**src/rtl/dpic_mem_port_if.sv**
```systemverilog
`default_nettype none
// ============================================================================
// Module  : dpic_mem_port_if
// Purpose : read/write request-response channels plus the pmem call bundle
// Rev     : 1.0
// ============================================================================
interface dpic_mem_port_if #(
  parameter int ADDR_W = 64,
  parameter int DATA_W = 64
);
  localparam int c_STRB_W = DATA_W / 8;

  // Read channel
  logic                arvalid;
  logic                arready;
  logic [ADDR_W-1:0]   araddr;
  logic                rvalid;
  logic                rready;
  logic [DATA_W-1:0]   rdata;
  logic                rresp;

  // Write channel (address, data and strobe share one beat)
  logic                awvalid;
  logic                awready;
  logic [ADDR_W-1:0]   awaddr;
  logic [DATA_W-1:0]   wdata;
  logic [c_STRB_W-1:0] wstrb;
  logic                bvalid;
  logic                bready;
  logic                bresp;

  // pmem_read / pmem_write calls, serviced on the clock edge where *_en is high
  logic                pm_rd_en;
  logic [63:0]         pm_rd_addr;
  logic [63:0]         pm_rd_data;
  logic                pm_wr_en;
  logic [63:0]         pm_wr_addr;
  logic [63:0]         pm_wr_data;
  logic [7:0]          pm_wr_mask;

  modport slave (
    input  arvalid, araddr, rready,
    output arready, rvalid, rdata, rresp,
    input  awvalid, awaddr, wdata, wstrb, bready,
    output awready, bvalid, bresp,
    output pm_rd_en, pm_rd_addr, pm_wr_en, pm_wr_addr, pm_wr_data, pm_wr_mask,
    input  pm_rd_data
  );

  modport master (
    output arvalid, araddr, rready,
    input  arready, rvalid, rdata, rresp,
    output awvalid, awaddr, wdata, wstrb, bready,
    input  awready, bvalid, bresp
  );

  modport mem (
    input  pm_rd_en, pm_rd_addr, pm_wr_en, pm_wr_addr, pm_wr_data, pm_wr_mask,
    output pm_rd_data
  );
endinterface
`default_nettype wire

```
**src/rtl/dpic_mem_port.sv**
```systemverilog
`default_nettype none
// ============================================================================
// Module  : dpic_mem_port
// Purpose : latency-programmable simulation memory port, independent read and
//           write channels; DPIC_MEM_ALIGN_CHK_EN enables alignment errors
// Rev     : 1.0
// ============================================================================
module dpic_mem_port #(
  parameter int ADDR_W  = 64,
  parameter int DATA_W  = 64,
  parameter int LATENCY = 1
) (
  input wire             clock,
  input wire             reset_n,
  dpic_mem_port_if.slave bus
);

  localparam int c_STRB_W = DATA_W / 8;
  localparam int c_CNT_W  = (LATENCY > 1) ? $clog2(LATENCY) : 1;
  localparam logic [c_CNT_W-1:0] c_CNT_LOAD = c_CNT_W'(LATENCY - 1);

  typedef enum logic [1:0] {
    S_IDLE = 2'd0,
    S_WAIT = 2'd1,
    S_RESP = 2'd2
  } state_t;

  state_t              r_rd_state;
  state_t              w_rd_state_nxt;
  logic [c_CNT_W-1:0]  r_rd_cnt;
  logic [ADDR_W-1:0]   r_rd_addr;
  logic [DATA_W-1:0]   r_rdata;
  logic                r_rresp;

  state_t              r_wr_state;
  state_t              w_wr_state_nxt;
  logic [c_CNT_W-1:0]  r_wr_cnt;
  logic [ADDR_W-1:0]   r_wr_addr;
  logic [DATA_W-1:0]   r_wdata;
  logic [c_STRB_W-1:0] r_wstrb;
  logic                r_bresp;

  logic                w_rd_accept;
  logic                w_rd_call;
  logic                w_rd_misalign;
  logic                w_rd_dpi;
  logic [63:0]         w_rd_addr_ext;
  logic [63:0]         w_rd_addr64;
  logic [63:0]         w_rd_word;
  logic [DATA_W-1:0]   w_rd_lane;

  logic                w_wr_accept;
  logic                w_wr_call;
  logic                w_wr_misalign;
  logic                w_wr_dpi;
  logic                w_wr_hit;
  logic [63:0]         w_wr_addr_ext;
  logic [63:0]         w_wr_addr64;
  logic [63:0]         w_wr_data64;
  logic [7:0]          w_wr_mask8;
  logic [63:0]         w_wr_bmask64;
  logic                w_unused_ok;

  // ------------------------------------------------------------------------
  // Read channel FSM
  // ------------------------------------------------------------------------
  always_comb begin
    w_rd_state_nxt = r_rd_state;
    case (r_rd_state)
      S_IDLE:  if (bus.arvalid)      w_rd_state_nxt = S_WAIT;
      S_WAIT:  if (r_rd_cnt == '0)   w_rd_state_nxt = S_RESP;
      S_RESP:  if (bus.rready)       w_rd_state_nxt = S_IDLE;
      default:                       w_rd_state_nxt = S_IDLE;
    endcase
  end

  assign w_rd_accept = (r_rd_state == S_IDLE) && bus.arvalid;
  assign w_rd_call   = (r_rd_state == S_WAIT) && (r_rd_cnt == '0) && reset_n;
  assign w_rd_dpi    = w_rd_call && !w_rd_misalign;

  always_ff @(posedge clock or negedge reset_n) begin
    if (!reset_n) begin
      r_rd_state <= S_IDLE;
      r_rd_cnt   <= '0;
      r_rd_addr  <= '0;
      r_rdata    <= '0;
      r_rresp    <= 1'b0;
    end else begin
      r_rd_state <= w_rd_state_nxt;
      if (w_rd_accept) begin
        r_rd_addr <= bus.araddr;
        r_rd_cnt  <= c_CNT_LOAD;
      end else if ((r_rd_state == S_WAIT) && (r_rd_cnt != '0)) begin
        r_rd_cnt <= r_rd_cnt - c_CNT_W'(1);
      end
      if (w_rd_call) begin
        r_rdata <= w_rd_misalign ? '0 : w_rd_lane;
        r_rresp <= w_rd_misalign;
      end
    end
  end

  // ------------------------------------------------------------------------
  // Write channel FSM
  // ------------------------------------------------------------------------
  always_comb begin
    w_wr_state_nxt = r_wr_state;
    case (r_wr_state)
      S_IDLE:  if (bus.awvalid)      w_wr_state_nxt = S_WAIT;
      S_WAIT:  if (r_wr_cnt == '0)   w_wr_state_nxt = S_RESP;
      S_RESP:  if (bus.bready)       w_wr_state_nxt = S_IDLE;
      default:                       w_wr_state_nxt = S_IDLE;
    endcase
  end

  assign w_wr_accept = (r_wr_state == S_IDLE) && bus.awvalid;
  assign w_wr_call   = (r_wr_state == S_WAIT) && (r_wr_cnt == '0) && reset_n;
  // An all-zero strobe still completes the handshake but never touches memory
  assign w_wr_dpi    = w_wr_call && !w_wr_misalign && (r_wstrb != '0);

  always_ff @(posedge clock or negedge reset_n) begin
    if (!reset_n) begin
      r_wr_state <= S_IDLE;
      r_wr_cnt   <= '0;
      r_wr_addr  <= '0;
      r_wdata    <= '0;
      r_wstrb    <= '0;
      r_bresp    <= 1'b0;
    end else begin
      r_wr_state <= w_wr_state_nxt;
      if (w_wr_accept) begin
        r_wr_addr <= bus.awaddr;
        r_wdata   <= bus.wdata;
        r_wstrb   <= bus.wstrb;
        r_wr_cnt  <= c_CNT_LOAD;
      end else if ((r_wr_state == S_WAIT) && (r_wr_cnt != '0)) begin
        r_wr_cnt <= r_wr_cnt - c_CNT_W'(1);
      end
      if (w_wr_call) begin
        r_bresp <= w_wr_misalign;
      end
    end
  end

  // ------------------------------------------------------------------------
  // Alignment check
  // ------------------------------------------------------------------------
`ifdef DPIC_MEM_ALIGN_CHK_EN
  localparam int c_OFF_W = $clog2(c_STRB_W);
  assign w_rd_misalign = (r_rd_addr[c_OFF_W-1:0] != '0);
  assign w_wr_misalign = (r_wr_addr[c_OFF_W-1:0] != '0);
`else
  assign w_rd_misalign = 1'b0;
  assign w_wr_misalign = 1'b0;
`endif

  // ------------------------------------------------------------------------
  // Address, lane and mask formation
  // ------------------------------------------------------------------------
  assign w_rd_addr_ext = 64'(r_rd_addr);
  assign w_wr_addr_ext = 64'(r_wr_addr);
  assign w_rd_addr64   = {w_rd_addr_ext[63:3], 3'b000};
  assign w_wr_addr64   = {w_wr_addr_ext[63:3], 3'b000};

  generate
    if (DATA_W == 64) begin : g_d64
      assign w_rd_lane   = w_rd_word;
      assign w_wr_data64 = r_wdata;
      assign w_wr_mask8  = r_wstrb;
    end else begin : g_d32
      assign w_rd_lane   = r_rd_addr[2] ? w_rd_word[63:32] : w_rd_word[31:0];
      assign w_wr_data64 = r_wr_addr[2] ? {r_wdata, 32'h0} : {32'h0, r_wdata};
      assign w_wr_mask8  = r_wr_addr[2] ? {r_wstrb, 4'h0}  : {4'h0, r_wstrb};
    end
  endgenerate

  generate
    for (genvar i = 0; i < 8; i++) begin : g_bmask
      assign w_wr_bmask64[8*i +: 8] = {8{w_wr_mask8[i]}};
    end
  endgenerate

  // Memory returns pre-edge contents; a same-edge write to the same doubleword
  // is folded in so the read observes the write as having happened first.
  assign w_wr_hit  = w_wr_dpi && w_rd_dpi && (w_wr_addr64 == w_rd_addr64);
  assign w_rd_word = w_wr_hit ?
                     ((bus.pm_rd_data & ~w_wr_bmask64) | (w_wr_data64 & w_wr_bmask64)) :
                     bus.pm_rd_data;

  // ------------------------------------------------------------------------
  // Outputs
  // ------------------------------------------------------------------------
  assign bus.arready    = (r_rd_state == S_IDLE);
  assign bus.rvalid     = (r_rd_state == S_RESP);
  assign bus.rdata      = r_rdata;
  assign bus.rresp      = r_rresp;

  assign bus.awready    = (r_wr_state == S_IDLE);
  assign bus.bvalid     = (r_wr_state == S_RESP);
  assign bus.bresp      = r_bresp;

  assign bus.pm_rd_en   = w_rd_dpi;
  assign bus.pm_rd_addr = w_rd_addr64;
  assign bus.pm_wr_en   = w_wr_dpi;
  assign bus.pm_wr_addr = w_wr_addr64;
  assign bus.pm_wr_data = w_wr_data64;
  assign bus.pm_wr_mask = w_wr_mask8;

  assign w_unused_ok = ^{w_rd_addr_ext[2:0], w_wr_addr_ext[2:0], w_rd_word, r_rd_addr, r_wr_addr};

endmodule
`default_nettype wire

```
**src/flat_wrapper.sv**
```systemverilog
// flat-port wrapper written by rule: the top's interface ports become plain ports
module dpic_mem_port_flat 
#(
  parameter int ADDR_W  = 64,
  parameter int DATA_W  = 64,
  parameter int LATENCY = 1
)
  (clock, reset_n, bus_arvalid, bus_araddr, bus_rready, bus_arready, bus_rvalid, bus_rdata, bus_rresp, bus_awvalid, bus_awaddr, bus_wdata, bus_wstrb, bus_bready, bus_awready, bus_bvalid, bus_bresp, bus_pm_rd_en, bus_pm_rd_addr, bus_pm_wr_en, bus_pm_wr_addr, bus_pm_wr_data, bus_pm_wr_mask, bus_pm_rd_data);
  dpic_mem_port_if #(.ADDR_W(ADDR_W), .DATA_W(DATA_W)) bus_i ();
  input wire clock;
  input wire reset_n;
  input wire logic [$bits(bus_i.arvalid)-1:0] bus_arvalid;
  input wire logic [$bits(bus_i.araddr)-1:0] bus_araddr;
  input wire logic [$bits(bus_i.rready)-1:0] bus_rready;
  output wire logic [$bits(bus_i.arready)-1:0] bus_arready;
  output wire logic [$bits(bus_i.rvalid)-1:0] bus_rvalid;
  output wire logic [$bits(bus_i.rdata)-1:0] bus_rdata;
  output wire logic [$bits(bus_i.rresp)-1:0] bus_rresp;
  input wire logic [$bits(bus_i.awvalid)-1:0] bus_awvalid;
  input wire logic [$bits(bus_i.awaddr)-1:0] bus_awaddr;
  input wire logic [$bits(bus_i.wdata)-1:0] bus_wdata;
  input wire logic [$bits(bus_i.wstrb)-1:0] bus_wstrb;
  input wire logic [$bits(bus_i.bready)-1:0] bus_bready;
  output wire logic [$bits(bus_i.awready)-1:0] bus_awready;
  output wire logic [$bits(bus_i.bvalid)-1:0] bus_bvalid;
  output wire logic [$bits(bus_i.bresp)-1:0] bus_bresp;
  output wire logic [$bits(bus_i.pm_rd_en)-1:0] bus_pm_rd_en;
  output wire logic [$bits(bus_i.pm_rd_addr)-1:0] bus_pm_rd_addr;
  output wire logic [$bits(bus_i.pm_wr_en)-1:0] bus_pm_wr_en;
  output wire logic [$bits(bus_i.pm_wr_addr)-1:0] bus_pm_wr_addr;
  output wire logic [$bits(bus_i.pm_wr_data)-1:0] bus_pm_wr_data;
  output wire logic [$bits(bus_i.pm_wr_mask)-1:0] bus_pm_wr_mask;
  input wire logic [$bits(bus_i.pm_rd_data)-1:0] bus_pm_rd_data;
  assign bus_i.arvalid = bus_arvalid;
  assign bus_i.araddr = bus_araddr;
  assign bus_i.rready = bus_rready;
  assign bus_arready = bus_i.arready;
  assign bus_rvalid = bus_i.rvalid;
  assign bus_rdata = bus_i.rdata;
  assign bus_rresp = bus_i.rresp;
  assign bus_i.awvalid = bus_awvalid;
  assign bus_i.awaddr = bus_awaddr;
  assign bus_i.wdata = bus_wdata;
  assign bus_i.wstrb = bus_wstrb;
  assign bus_i.bready = bus_bready;
  assign bus_awready = bus_i.awready;
  assign bus_bvalid = bus_i.bvalid;
  assign bus_bresp = bus_i.bresp;
  assign bus_pm_rd_en = bus_i.pm_rd_en;
  assign bus_pm_rd_addr = bus_i.pm_rd_addr;
  assign bus_pm_wr_en = bus_i.pm_wr_en;
  assign bus_pm_wr_addr = bus_i.pm_wr_addr;
  assign bus_pm_wr_data = bus_i.pm_wr_data;
  assign bus_pm_wr_mask = bus_i.pm_wr_mask;
  assign bus_i.pm_rd_data = bus_pm_rd_data;
  dpic_mem_port #(.ADDR_W(ADDR_W), .DATA_W(DATA_W), .LATENCY(LATENCY)) u_core (.clock(clock), .reset_n(reset_n), .bus(bus_i));
endmodule
```
**config.mk**
```make
export PLATFORM = sky130hd
export DESIGN_NAME = dpic_mem_port_flat
export DESIGN_NICKNAME = d
export VERILOG_FILES = /design/src/rtl/dpic_mem_port_if.sv /design/src/rtl/dpic_mem_port.sv /design/src/flat_wrapper.sv
export SDC_FILE = /design/constraint.sdc
export NUM_CORES = 1
export LEC_CHECK = 0
export CAP_MARGIN = 20
export CORE_AREA = 4 4 211 213
export DETAILED_ROUTE_END_ITERATION = 6
export DIE_AREA = 0 0 215 217
export GPL_TIMING_DRIVEN = 0
export HOLD_SLACK_MARGIN = 0.05
export SLEW_MARGIN = 20
export SYNTH_ARGS = -nofsm -noshare
export SYNTH_HDL_FRONTEND = slang
export SYNTH_SLANG_ARGS = --single-unit
```
**constraint.sdc**
```tcl
create_clock -name clock -period 3.29 [get_ports clock]
set_clock_uncertainty 0.2 [all_clocks]
set_input_delay 0.658 -clock clock [delete_from_list [all_inputs] [get_ports clock]]
set_output_delay 0.658 -clock clock [all_outputs]
set_load 0.05 [all_outputs]
```
==> results_dict.tcl, run 1 <==
set metrics [dict create \
    core_area_mm2 0.04270 \
    syn2layout_area_growth_pct 59.99 \
    grt_max_degree 56 \
    ant_nets 0 \
    leakage_nw 7.970 \
    drive_gt1_frac 0.2714 \
    async_reset_ff_frac 1.000 \
    drtIter0Drc 496 \
    synthCells 975 \
    crit_type "flip-flop to flip-flop" \
    cpMostUsedCell "clkbuf_1" \
    fmax_ghz 0.3170 \
    cts_tree "yes" \
    fin_nets 1833 \
    synth_ff_type "dfrtp_1" \
    holdCritPathClass "input pin to asynchronous set/reset pin" \
    grt_use_total 0.2241 \
    crit_fanout 10 \
    r2r_end "u_core.bus.rdata[53]" \
    pre_cts_ws_ns -1.728 \
    r2r_cells 7 \
    dr.pass1.iters 4 \
    slew_headroom 0.3507 \
    hold_violations 0 \
    r2r_slack_ns 0.14 \
    netlist-cell-type-count 30 \
    path_cells "xor2_1 > nor4_4 > nand4_1 > clkbuf_1 > clkbuf_1 > o41ai_2 > o21ai_1" \
    clock_latency_ns 0.53 \
    endpoint_kind "flip-flop" \
    synth_edf_count 0 \
    cp_slowest_cell "dfrtp_1" \
    avgViaCountPerCell 4.926 \
    grt_pass1_wl_mm 78.86 \
    max-vdd-ir-drop_uv 676.2 \
    rsz0062_at_grt "no" \
    antenna_found_initial 9 \
    setup_violations 0 \
    numCtsBuffers 34 \
    root_buffer "clkbuf_16" \
    port_buffers 527 \
    route.detailed.drc 0 \
    ys_ff_latch 264 \
    ys_top_cells_by_count "dfrtp_1, mux2_2, nand2_1, a21oi_1, xor2_1" \
    hpwlAfterDp_mm 40.59 \
    max-cap-violations 0 \
    arrival_ns 3.36 \
    gr-total-overflow 0 \
    post-route-min-period_ns 3.155 \
    initial_core_util 0.2972 \
    wl_mm 53.35 \
    synth.top_cell.area_share 0.5207 \
    grt_pass1_vias 11530 \
    crit_required_ns 3.49 \
    syn_avg_cell_area_um2 13.01 \
    drv_slew 0 \
    rows 76 \
    power_density_mw_per_mm2 1210 \
    clock-sinks 264 \
    wl_per_cell_um 24.97 \
    yosysMostFrequentCell "dfrtp_1" \
    num_vias 10530 \
    r2r-start "u_core.r_wr_addr[30]" \
    clkTransAtPathRegs_ns 0.06 \
    synthTopCellsByArea "dfrtp_1, mux2_2, o41ai_2" \
    fp.dieArea_mm2 0.04666 \
    globalplace.congestion 0.8393 \
    status "finished, final reports clean" \
    syn_area_mm2 0.01269 \
    fin_ws_ns 0.1351 \
    tightest_slew_ns 0.9740 \
    yosysTopAreaCell "dfrtp_1" \
    top_level_ports 542 \
    synth_seq_area_share 0.5207 \
    die_w_um 215 \
    synth_warnings 0 \
    post-route-period-util 0.9589 \
    clk_path_buf_depth 3 \
    die_h_um 217 \
    htree_levels 2 \
    worstSetupStartpointType "flip-flop" \
    whs_ns 0.05757 \
    critical_path.max_stage_delay_ns 0.44 \
]
==> final cells by class <==
class,count,area [um2]
antenna,3,7.507
tap,546,683.2
clock buffer,55,1064
timing repair buffer,545,5659
clock inverter,6,86.33
inverter,2,7.507
sequential,264,6611
fill,3964,22400
buffer,85,426.7
multi-input combinational,631,5756
==> worst max path at each step <==
stage,from,end,slack (ns),cells after the start
floorplan,u_core.bus.pm_wr_mask[0],u_core.bus.rdata[10],0.008,9
global placement,reset_n,u_core.bus.rdata[39],-14.06,8
detailed placement,reset_n,bus_pm_rd_en,-1.73,7
CTS,u_core.bus.pm_wr_mask[0],bus_pm_wr_en,0.007,4
global route,u_core.r_wr_addr[30],u_core.bus.rdata[30],0.006,7
finish,u_core.r_wr_addr[30],u_core.bus.rdata[53],0.14,7
==> sequential cells by signal (all words and copies together), names as in the netlist <==
name and flops:
u_core.bus.pm_wr_data 64, u_core.bus.pm_wr_mask 8, u_core.bus.rdata 64, u_core.r_rd_addr 61
u_core.r_rd_cnt 1, u_core.r_rd_state 2, u_core.r_wr_addr 61, u_core.r_wr_cnt 1
u_core.r_wr_state 2
==> timing repair <==
item,in CTS,in global routing
gates resized for setup,18,2
setup endpoints to repair,76,61
pin swaps,2,0
cloned,6,0
endpoints found under the hold margin,46,0
hold buffers,7,0
buffers inserted,1,0
==> through the flow <==
| step | std cells | utilization | power (mW) | setup TNS (ns) | cell area (um2) |
|---|---|---|---|---|---|
| detailed placement | 2059 | 0.4401 | 20.80 | -139.65 | 18790 |
| global placement | 2055 | 0.4375 | 20.68 | -3848.04 | 18680 |
| finish | 2137 | 0.4755 | 24.56 | 0 | 20300 |
| floorplan | 982 | - | 15.21 | 0 | 12720 |
| global route | 2135 | 0.4754 | 25.67 | 0 | 20300 |
| CTS | 2134 | 0.4755 | 24.89 | 0 | 20300 |
==> metal layers <==
metal	up-vias	track usage	share of wire	wire length, um
met5	-	0	0.0015	81
met4	14	0.05003	0.018	954
met3	66	0.08880	0.098	5242
met2	427	0.4037	0.51	27300
met1	5272	0.2510	0.37	19770
li1	4748	-	-	-
==> cells in the final DEF, fill, tap and decap left out, types with 4 or more instances in the layout <==
| cell | Yosys | layout |
|---|---|---|
| dfrtp_1 | 264 | 260 |
| dfrtp_2 | 0 | 4 |
| bufbuf_16 | 0 | 6 |
| clkbuf_8 | 0 | 7 |
| buf_6 | 6 | 7 |
| buf_4 | 13 | 14 |
| o41ai_2 | 60 | 60 |
| o41ai_1 | 4 | 4 |
| xor2_1 | 61 | 61 |
| clkbuf_1 | 57 | 66 |
| nor4_1 | 15 | 9 |
| nand2_1 | 66 | 66 |
| buf_2 | 9 | 12 |
| buf_16 | 0 | 5 |
| nor2_1 | 8 | 7 |
| o21ai_0 | 5 | 5 |
| conb_1 | 1 | 8 |
| clkdlybuf4s50_1 | 0 | 524 |
| clkbuf_16 | 0 | 37 |
| a21oi_1 | 64 | 64 |
| mux2_2 | 258 | 258 |
| o21ai_1 | 60 | 60 |
| nor4_2 | 1 | 5 |
==> cells by family (layout without fill, tap and decap cells) <==
logic type	count (synthesis)	count (layout)	share of synthesized area
flops	264	264	0.5207
mux	260	260	0.2305
compound gates	197	197	0.1346
simple gates	105	105	0.03777
buf+inv	87	693	0.03402
xor+xnor	61	61	0.04211
other cells	1	11	0.0002955
==> report_power, final <==
group / internal [mW] / switching, mW
Combinational: 5.28 / 9.05
Sequential: 4.87 / 1.52
Clock: 2.37 / 1.47
Total: 12.5 / 12.0
==> worst max-delay path, delay by kind of cell (launching register included) <==
family / cells / cell delay (ns)
flip-flops: 1 / 0.44
AND/OR/NAND/NOR: 2 / 0.80
buffers and inverters: 2 / 0.84
XOR/XNOR: 1 / 0.20
AO/OA/AOI/OAI: 2 / 0.55
No activity file was read; power rests on OpenSTA's default activity.
==> inputs of run 2 (changes only) <==
--- a/config.mk
+++ b/config.mk
@@ -5,11 +5,11 @@
 export SDC_FILE = /design/constraint.sdc
 export NUM_CORES = 1
 export LEC_CHECK = 0
+export ABC_AREA = 1
 export CAP_MARGIN = 20
-export CORE_AREA = 4 4 211 213
+export CORE_MARGIN = 4
+export CORE_UTILIZATION = 31
 export DETAILED_ROUTE_END_ITERATION = 6
-export DIE_AREA = 0 0 215 217
-export GPL_TIMING_DRIVEN = 0
 export HOLD_SLACK_MARGIN = 0.05
 export SLEW_MARGIN = 20
 export SYNTH_ARGS = -nofsm -noshare
==> results_dict.tcl, run 2 <==
set metrics [dict create \
    status "finished, final reports clean" \
    grt_use_total 0.2177 \
    die_w_um 211.1 \
    antenna_found_initial 5 \
    synthTopCellsByArea "dfrtp_1, nand2_1, inv_1" \
    drv_slew 0 \
    crit_fanout 11 \
    synth_seq_area_share 0.5168 \
    synth.top_cell.area_share 0.5168 \
    hold_violations 0 \
    avgViaCountPerCell 4.675 \
    regArea_mm2 0.006606 \
    arrival_ns 2.17 \
    max-cap-violations 0 \
    drtIter0Drc 765 \
    hpwlAfterDp_mm 37.17 \
    rows 74 \
    fin_nets 2439 \
    clk_path_buf_depth 3 \
    globalplace.congestion 0.8727 \
    rsz0062_at_grt "no" \
    final_common_cell "nand2_1" \
    top_level_ports 542 \
    r2r_end "u_core.bus.rdata[3]" \
    grt_pass1_wl_mm 75.90 \
    leakage_nw 9.362 \
    core_area_mm2 0.04083 \
    die_h_um 211.1 \
    setup_violations 0 \
    fmax_ghz 0.3307 \
    syn_area_mm2 0.01278 \
    clock-sinks 264 \
    endpoint_kind "output pin" \
    yosysTopAreaCell "dfrtp_1" \
    clkTransAtPathRegs_ns 0.06 \
    netlist-cell-type-count 25 \
    r2r_slack_ns 0.57 \
    fp.dieArea_mm2 0.04455 \
    design_area_mm2 0.01961 \
    synth_edf_count 0 \
    root_buffer "clkbuf_16" \
    dr.pass1.iters 5 \
    setup_tns_ns 0 \
    r2r-start "u_core.bus.pm_wr_mask[2]" \
    ys_ff_latch 264 \
    crit_required_ns 2.43 \
    post-route-period-util 0.9192 \
    crit_path_end "bus_pm_wr_mask[7]" \
    grt_pass1_vias 12580 \
    cts_tree "yes" \
    dpl-instance-area_mm2 0.01854 \
    synth_warnings 0 \
    grt_max_degree 152 \
    ys_top_cells_by_count "nand2_1, dfrtp_1, inv_1, o21ai_1, o21ai_0" \
    wl_per_cell_um 18.61 \
    final_cell_mix "nand2_1, clkdlybuf4s50_1, dfrtp_1, inv_1, o21ai_1" \
    postCtsSetupBuffers 0 \
    critPathLaunch "u_core.bus.pm_wr_mask[7]" \
    r2r_cells 11 \
    htree_levels 1 \
    crit_type "flip-flop to output pin" \
    multiInputGateArea_mm2 0.004952 \
    ant_nets 0 \
    async_reset_ff_frac 1.000 \
    route.detailed.drc 0 \
    tightest_slew_ns 1.019 \
    synth_ff_type "dfrtp_1" \
    drive_gt1_frac 0.03927 \
    synthCells 1678 \
    syn_avg_cell_area_um2 7.618 \
    worstSetupStartpointType "flip-flop" \
    fillers 4088 \
    syn2layout_area_growth_pct 53.41 \
    port_buffers 527 \
    holdCritPathClass "flip-flop to flip-flop" \
    post-route-min-period_ns 3.024 \
    clock_latency_ns 0.56 \
    wl_mm 50.68 \
    max-vdd-ir-drop_uv 822.7 \
    gr-total-overflow 0 \
    power_density_mw_per_mm2 1184 \
    yosysMostFrequentCell "nand2_1" \
    num_vias 12730 \
    numCtsBuffers 31 \
    slew_headroom 0.3207 \
    initial_core_util 0.3130 \
    fin_util 0.4802 \
]
run 2: cell types whose count changed in the layout (fill, tap and decap cells not counted), sizes merged, moves of 16 or more:
| cell | change |
|---|---|
| nand4 | +62 |
| xor2 | -53 |
| a21oi | -60 |
| clkbuf | -63 |
| nor4 | -16 |
| nor2 | +46 |
| nand3 | +68 |
| o21ai | +106 |
| inv | +183 |
| nand2 | +658 |
| o41ai | -64 |
| xnor2 | +24 |
| mux2 | -258 |
run 2: repair_timing:
item                      CTS  global route
hold buffers                1             0
resized for setup           0             0
hold endpoints to repair   38             0
run 2: area by class of cell:
class | count | area share
diodes | 1 | 0.0001276
inverters | 185 | 0.03567
clock inverters | 4 | 0.006126
multi-input cells | 1132 | 0.2526
well taps | 532 | 0.03395
flip-flops and latches | 264 | 0.3369
clock buffers | 50 | 0.04779
repair buffers | 555 | 0.2869
run 2: cells by family after synthesis:
kind of cell	after synthesis	synth area share
simple gates	916	0.2935
buf+inv	289	0.09838
flops	264	0.5168
compound gates	176	0.06911
xor+xnor	32	0.02193
other cells	1	0.0002934
run 2: worst max-delay path, cell delays in order (launching register included):
cell             delay (ns)
dfrtp_1                0.56
buf_4                  0.23
clkdlybuf4s50_1        0.82
run 2: where the power goes:
part	switching [mW]	leakage (nW)	internal [mW]	total, mW
sequential	1.32	3.27	4.78	6.10
clock	1.34	0.515	2.23	3.57
combinational	9.23	5.58	4.32	13.5
run 2: worst min path at each step:
stage                          from                       end  slack, ns  cells past startpoint
2_1_floorplan               reset_n  u_core.bus.pm_wr_data[0]       0.16                      0
3_3_place_gp        u_core.r_rd_cnt      u_core.r_rd_state[1]       0.25                      1
3_5_place_dp   u_core.bus.rdata[21]      u_core.bus.rdata[21]       0.26                      2
4_1_cts        u_core.bus.rdata[21]      u_core.bus.rdata[21]       0.28                      2
5_1_grt        u_core.bus.rdata[20]      u_core.bus.rdata[20]       0.30                      2
6_report       u_core.bus.rdata[14]      u_core.bus.rdata[14]       0.28                      2
run 2: stage by stage:
step / hold slack (ns) / total power [mW] / instances / worst slack, ns
2_1_floorplan: 0.1624 / 14.50 / 1685 / 0.7609
3_3_place_gp: 0.2457 / 19.69 / 2667 / 0.4639
3_5_place_dp: 0.2638 / 19.78 / 2667 / 0.4526
4_1_cts: 0.2801 / 23.47 / 2722 / 0.2277
5_1_grt: 0.3004 / 24.55 / 2723 / 0.1589
6_report: 0.2762 / 23.22 / 2723 / 0.2658
run 2: metal layers:
metal / GRT usage / part of all wire / vias up
met5: 0 / 0.00085 / -
met4: 0.06439 / 0.034 / 6
met3: 0.07619 / 0.10 / 84
met2: 0.3671 / 0.47 / 556
met1: 0.2641 / 0.39 / 5907
li1: - / - / 6176
==> inputs of run 3 (changes only) <==
--- a/config.mk
+++ b/config.mk
@@ -7,9 +7,9 @@
 export LEC_CHECK = 0
 export ABC_AREA = 1
 export CAP_MARGIN = 20
-export CORE_MARGIN = 4
-export CORE_UTILIZATION = 31
+export CORE_AREA = 2 2 209 211
 export DETAILED_ROUTE_END_ITERATION = 6
+export DIE_AREA = 0 0 211 213
 export HOLD_SLACK_MARGIN = 0.05
 export SLEW_MARGIN = 20
 export SYNTH_ARGS = -nofsm -noshare
==> results_dict.tcl, run 3 (synthesis results as in run 2) <==
set metrics [dict create \
    fp.dieArea_mm2 0.04494 \
    syn2layout_area_growth_pct 53.48 \
    status "finished, final reports clean" \
    drv_slew 0 \
    post-route-min-period_ns 3.008 \
    p_total_mw 23.09 \
    port_buffers 527 \
    wl_mm 49.77 \
    post-route-period-util 0.9141 \
    power_density_mw_per_mm2 1177 \
    clk_path_buf_depth 3 \
    avgViaCountPerCell 4.633 \
    multiInputGateArea_mm2 0.004952 \
    place_inst 2688 \
    crit_type "flip-flop to output pin" \
    slew_headroom 0.3324 \
    fin_util 0.4595 \
    die_h_um 213 \
    drtIter0Drc 634 \
    stdcell_count 2746 \
    rsz0062_at_grt "no" \
    grt_pass1_vias 12720 \
    drive_gt1_frac 0.04455 \
    final_common_cell "nand2_1" \
    dr.pass1.iters 5 \
    rows 76 \
    hold_violations 0 \
    grt_use_total 0.2155 \
    final_cell_mix "nand2_1, clkdlybuf4s50_1, dfrtp_1, inv_1, o21ai_1" \
    arrival_ns 2.15 \
    root_buffer "clkbuf_16" \
    setup_violations 0 \
    max-vdd-ir-drop_uv 746.1 \
    cts_tree "yes" \
    grt_max_degree 73 \
    max-cap-violations 0 \
    holdCritPathClass "flip-flop to flip-flop" \
    tightest_slew_ns 1.001 \
    worstSetupStartpointType "flip-flop" \
    postCtsSetupBuffers 0 \
    numCtsBuffers 31 \
    gr-total-overflow 0 \
    endpoint_kind "output pin" \
    whs_ns 0.2678 \
    leakage_nw 9.382 \
    route.detailed.drc 0 \
    clkTransAtPathRegs_ns 0.06 \
    ant_nets 0 \
    grt_pass1_wl_mm 74.82 \
    fmax_ghz 0.3325 \
    num_vias 12720 \
    antenna_found_initial 3 \
    clock_latency_ns 0.58 \
    crit_required_ns 2.43 \
    fillers 4243 \
    initial_core_util 0.2994 \
    die_w_um 211 \
    globalplace.congestion 0.8366 \
    crit_fanout 10 \
    regArea_mm2 0.006606 \
    htree_levels 1 \
    setup_tns_ns 0 \
    wl_per_cell_um 18.12 \
    core_area_mm2 0.04270 \
    diodes 0 \
    clock-sinks 264 \
    top_level_ports 542 \
    fin_nets 2446 \
    hpwlAfterDp_mm 36.52 \
]
## run 3: through the flow
stage	worst slack, ns	cell area, um2
4_1_cts	0.1736	19620
3_3_place_gp	0.5010	18580
5_1_grt	0.1624	19620
6_report	0.2825	19620
2_1_floorplan	0.7609	12810
3_5_place_dp	0.4821	18580
## run 3: worst paths after layout
path / from / end / slack, ns / cells past startpoint
setup / recovery: u_core.bus.pm_wr_mask[1] / bus_pm_wr_en / 0.28 / 5
hold / removal: u_core.r_rd_cnt / u_core.r_rd_state[1] / 0.27 / 1
max in group asynchronous: reset_n / u_core.bus.rdata[3] / 1.27 / 3
min in group asynchronous: reset_n / u_core.r_wr_addr[32] / 0.32 / 2
hold reg to reg: u_core.r_rd_cnt / u_core.r_rd_state[1] / 0.27 / 1
setup reg to reg: u_core.bus.pm_wr_mask[1] / u_core.bus.rdata[16] / 0.74 / 10
## run 3: final cells by class
type                    instances  area share
inverters                     185     0.03565
multi-input cells            1132      0.2524
repair buffers                562      0.2882
flip-flops and latches        264      0.3368
clock inverters                10    0.005485
well taps                     546     0.03482
clock buffers                  47     0.04669
## run 3: layer usage
layer	part of all wire	track usage	vias to the layer above
li1	-	-	6186
met3	0.098	0.07501	68
met5	0.00050	0	-
met4	0.020	0.05172	4
met1	0.39	0.2481	5986
met2	0.49	0.3828	479
## run 3: repair_timing
action                    4_1_cts  5_1_grt
hold endpoints to repair       25        0
hold buffers                    1        0
resized for setup               0        0
## run 3: critical path, stage by stage, from the launching register on
cell	delay, ns
dfrtp_1	0.52
nor2_1	0.20
nand2_1	0.11
nor2_1	0.38
nor2_1	0.17
buf_12	0.19
## run 3: power by group
group | internal (mW) | switching, mW | total (mW)
Clock | 2.06 | 1.43 | 3.50
Combinational | 4.33 | 9.20 | 13.5
Sequential | 4.78 | 1.28 | 6.06
==> edit 1, RTL diff (flow settings as in run 3) <==
Re-encode `state_t` (3 states) as one-hot, 3 bits wide.
--- a/src/rtl/dpic_mem_port.sv
+++ b/src/rtl/dpic_mem_port.sv
@@ -19,10 +19,10 @@
   localparam int c_CNT_W  = (LATENCY > 1) ? $clog2(LATENCY) : 1;
   localparam logic [c_CNT_W-1:0] c_CNT_LOAD = c_CNT_W'(LATENCY - 1);
 
-  typedef enum logic [1:0] {
-    S_IDLE = 2'd0,
-    S_WAIT = 2'd1,
-    S_RESP = 2'd2
+  typedef enum logic [2:0] {
+    S_IDLE = 3'b001,
+    S_WAIT = 3'b010,
+    S_RESP = 3'b100
   } state_t;
 
   state_t              r_rd_state;
Function: no difference found for any inputs over 4 cycles, from zero or initial values and one cycle with reset_n low; so few cycles prove little.
==> edit 1 against run 3 <==
Combinational power grew 3%; worst setup slack lost 0.037 ns; area after synthesis is essentially flat; power grew 2.7%; wire length shrank 3.3%; core utilization grew 0.32 points; final area grew 0.69%; sequential cell count grew 2; critical path depth shrank 2.
==> edit 1: results <==
export IMPL_drive_gt1_share_pct=4.24
export IMPL_grt_use_total_pct=21.1
export IMPL_r2r_cells=11
export IMPL_grt_pass1_vias=12516
export IMPL_p_leak_nw=9.44
export IMPL_status="complete, no violations"
export IMPL_ys_seq_area_share_pct=52.1
export IMPL_firstDrtPassIters=6
export IMPL_synthAdderAreaFrac_pct=0
export IMPL_synth_common_cells="nand2_1, dfrtp_1, inv_1"
export IMPL_portBuffers=527
export IMPL_synth_mux_area_share_pct=0
export IMPL_ir_worst_vdd_mv=0.686
export IMPL_viasPerCell=4.60
export IMPL_cp_max_fo=3
export IMPL_fillers=4191
export IMPL_clockBufferDepth=3
export IMPL_hp_class="reg2reg"
export IMPL_worst_slew_pin_slew_ns=0.877
export IMPL_synthArstFlopShare_pct=100
export IMPL_routabilityCongestion=0.847
export IMPL_postCtsHoldBufs=1
export IMPL_nNetsFinal=2461
export IMPL_synth_cell_types=25
export IMPL_drt_initial_drc_count=754
export IMPL_synth_xor_area_share_pct=2.61
export IMPL_wl_per_cell_um=17.4
export IMPL_clkTransAtPathRegs_ns=0.05
export IMPL_synth_compound_area_share_pct=7.67
export IMPL_synth_area_leaders="dfrtp_1, nand2_1, o21ai_0"
export IMPL_dp_hpwl_um=34800
export IMPL_post_cts_buffers=0
export IMPL_grt_max_degree=139
export IMPL_hold_depth=1
export IMPL_clock_tree_root_cell="clkbuf_16"
export IMPL_htreeDepth=2
export IMPL_ctsResizeCount=0
export IMPL_clk_latency_ns=0.53
export IMPL_grt_pass1_wl_um=73100
export IMPL_antenna_found_initial=2
export IMPL_numCtsBuffers=34
export IMPL_synth_warnings=0
-- edit 1: metrics by stage --
stage	cells	hold WS (ns)	cell area [um^2]	setup slack, ns
2_1_floorplan	1698	0.162	12800	0.378
3_3_place_gp	2700	0.254	18600	0.523
3_5_place_dp	2700	0.264	18600	0.490
4_1_cts	2762	0.277	19800	0.198
5_1_grt	2763	0.297	19800	0.133
6_report	2763	0.275	19800	0.245
-- edit 1: cell type report --
class | count | area share (%)
Clock inverter | 6 | 0.418
Inverter | 206 | 3.94
Tap cell | 546 | 3.46
Timing Repair Buffer | 553 | 28.5
Multi-Input combinational cell | 1130 | 24.9
Clock buffer | 55 | 5.13
Antenna cell | 1 | 0.0127
Sequential cell | 266 | 33.7
-- edit 1: power by group --
group	internal [mW]	switching, mW
logic	4.38	9.49
registers	4.89	1.24
clock network	2.26	1.45
-- edit 1: worst paths after layout --
kind	slack (ns)	end	from
setup / recovery	0.25	bus_arready	u_core.r_rd_state[0]
hold / removal	0.28	u_core.r_rd_state[2]	u_core.r_rd_cnt
setup reg to reg	0.55	u_core.bus.rdata[21]	u_core.r_wr_state[2]
hold reg to reg	0.28	u_core.r_rd_state[2]	u_core.r_rd_cnt
max in group asynchronous	1.45	u_core.bus.rdata[4]	reset_n
min in group asynchronous	0.37	u_core.r_rd_addr[5]	reset_n
-- edit 1: per-layer routing --
metal	vias up	track usage (%)	wire length, um
li1	6180	-	-
met3	85	6.31	4240
met1	5917	25.3	19300
met5	-	0	11
met4	2	8.43	1730
met2	527	35.6	22900
-- edit 1: logic make-up (layout without fill, tap and decap cells) --
kind of cell	count (synthesis)	in the layout
compound gates	195	195
xor+xnor	38	38
buf+inv	302	820
flops	266	266
other cells	1	9
simple gates	889	889
-- edit 1: worst max-delay path, cell delays in order (launching register included) --
cell and delay, ns:
dfstp_2 0.54, inv_2 0.04, nor3_1 0.19, clkdlybuf4s50_1 0.88
==> edit 2, RTL diff (flow settings as in run 3) <==
Without the edit above. The option `DPIC_MEM_ALIGN_CHK_EN` is turned on by a define.
--- a/src/rtl/dpic_mem_port.sv
+++ b/src/rtl/dpic_mem_port.sv
@@ -5,6 +5,8 @@
 //           write channels; DPIC_MEM_ALIGN_CHK_EN enables alignment errors
 // Rev     : 1.0
 // ============================================================================
+`define DPIC_MEM_ALIGN_CHK_EN
+
 module dpic_mem_port #(
   parameter int ADDR_W  = 64,
   parameter int DATA_W  = 64,
Function: changed (a bounded check fails within 4 cycles, from zero or initial values and one cycle with reset_n low).
==> edit 2 against run 3 <==
Area after synthesis is 8.9% higher; sequential power is 3% higher; synthesized cell count is 9.6% higher; power is 2.0% higher; register-to-register slack worse by 0.26 ns; final area is 2.3% higher; die area stayed put; sequential cell count is 8 higher; core utilization is 1.1 points higher; wire length is 2.1% higher; worst setup slack worse by 0.15 ns; global-route usage is 0.78 points higher; critical endpoint is now bus_pm_rd_en; first-iteration DRC count is 27% higher.
==> edit 2: results <==
export IMPL_status="complete, no violations"
export IMPL_m1WireLength_um=20200
export IMPL_final_instance_count_excl_fill=2788
export IMPL_ir_worst_vdd_mv=0.750
export IMPL_r2r_cells=8
export IMPL_whs_endpoint="u_core.r_wr_state[1]"
export IMPL_synth_seq_cells=272
export IMPL_multiInputGateArea_um2=4980
export IMPL_post_synth_cell_area_avg_um2=7.57
export IMPL_grt_use_met3_pct=6.38
export IMPL_grt_max_degree=165
export IMPL_p_leak_nw=9.65
export IMPL_ys_seq_area_share_pct=48.9
export IMPL_dp_hpwl_um=36800
export IMPL_hp_start="u_core.r_wr_cnt"
export IMPL_multi_input_cells=1137
export IMPL_synth_area_leaders="dfrtp_1, nand2_1, buf_4"
export IMPL_routabilityCongestion=0.860
export IMPL_grt_pass1_wl_um=77100
export IMPL_antennaDiodeCount=4
export IMPL_crit_path_start="reset_n"
export IMPL_inv_count=208
export IMPL_synth_compound_area_share_pct=7.29
export IMPL_rrSetupSlack_ns=0.48
export IMPL_met3_length_um=4400
export IMPL_crit_path_max_incr_delay_ns=0.56
export IMPL_postPlaceCellArea_um2=18900
export IMPL_hold_slack_ns=0.267
export IMPL_clkCellAreaFrac_pct=5.69
export IMPL_clk_latency_ns=0.54
export IMPL_antenna_found_initial=4
export IMPL_synth_xor_area_share_pct=1.82
export IMPL_r2r_start="u_core.r_rd_addr[1]"
export IMPL_cp_slowest_cell="dlygate4sd3_1"
export IMPL_firstDrtPassIters=7
export IMPL_grt_use_met1_pct=27.1
export IMPL_numCtsBuffers=35
export IMPL_grt_pass1_vias=13134
export IMPL_worstSetupEndpoint="bus_pm_rd_en"
export IMPL_drt_initial_drc_count=808
export IMPL_grt_use_total_pct=22.3
export IMPL_cp_arrival_ns=2.30
[edit 2: through the flow]
stage	util (%)	setup WS, ns	power (mW)
after floorplan	-	0.827	15.6
after global placement	44.3	0.503	19.7
after detailed placement	44.3	0.429	19.8
after CTS	47.0	0.118	23.8
after global routing	47.0	0.0588	24.9
final	47.0	0.130	23.6
[edit 2: power breakdown]
group	total, mW	leakage (nW)	switching [mW]	internal [mW]
sequential	6.22	3.43	1.29	4.93
clock	3.85	0.562	1.51	2.34
combinational	13.5	5.66	9.26	4.22
[edit 2: worst register-to-register path: stages (launching register included)]
cell	delay, ns
dfrtp_1	0.37
nor3_1	0.50
nor2b_4	0.29
nand3_1	0.13
nor2_4	0.11
buf_4	0.64
nand4_1	0.24
nand3_1	0.15
nand2_1	0.06
[edit 2: cells by family (layout without fill, tap and decap cells)]
kind of cell | after synthesis | after routing
AND/OR/NAND/NOR | 900 | 900
buffers and inverters | 435 | 829
flip-flops | 272 | 272
AO/OA/AOI/OAI | 202 | 202
XOR/XNOR | 29 | 29
other | 1 | 10
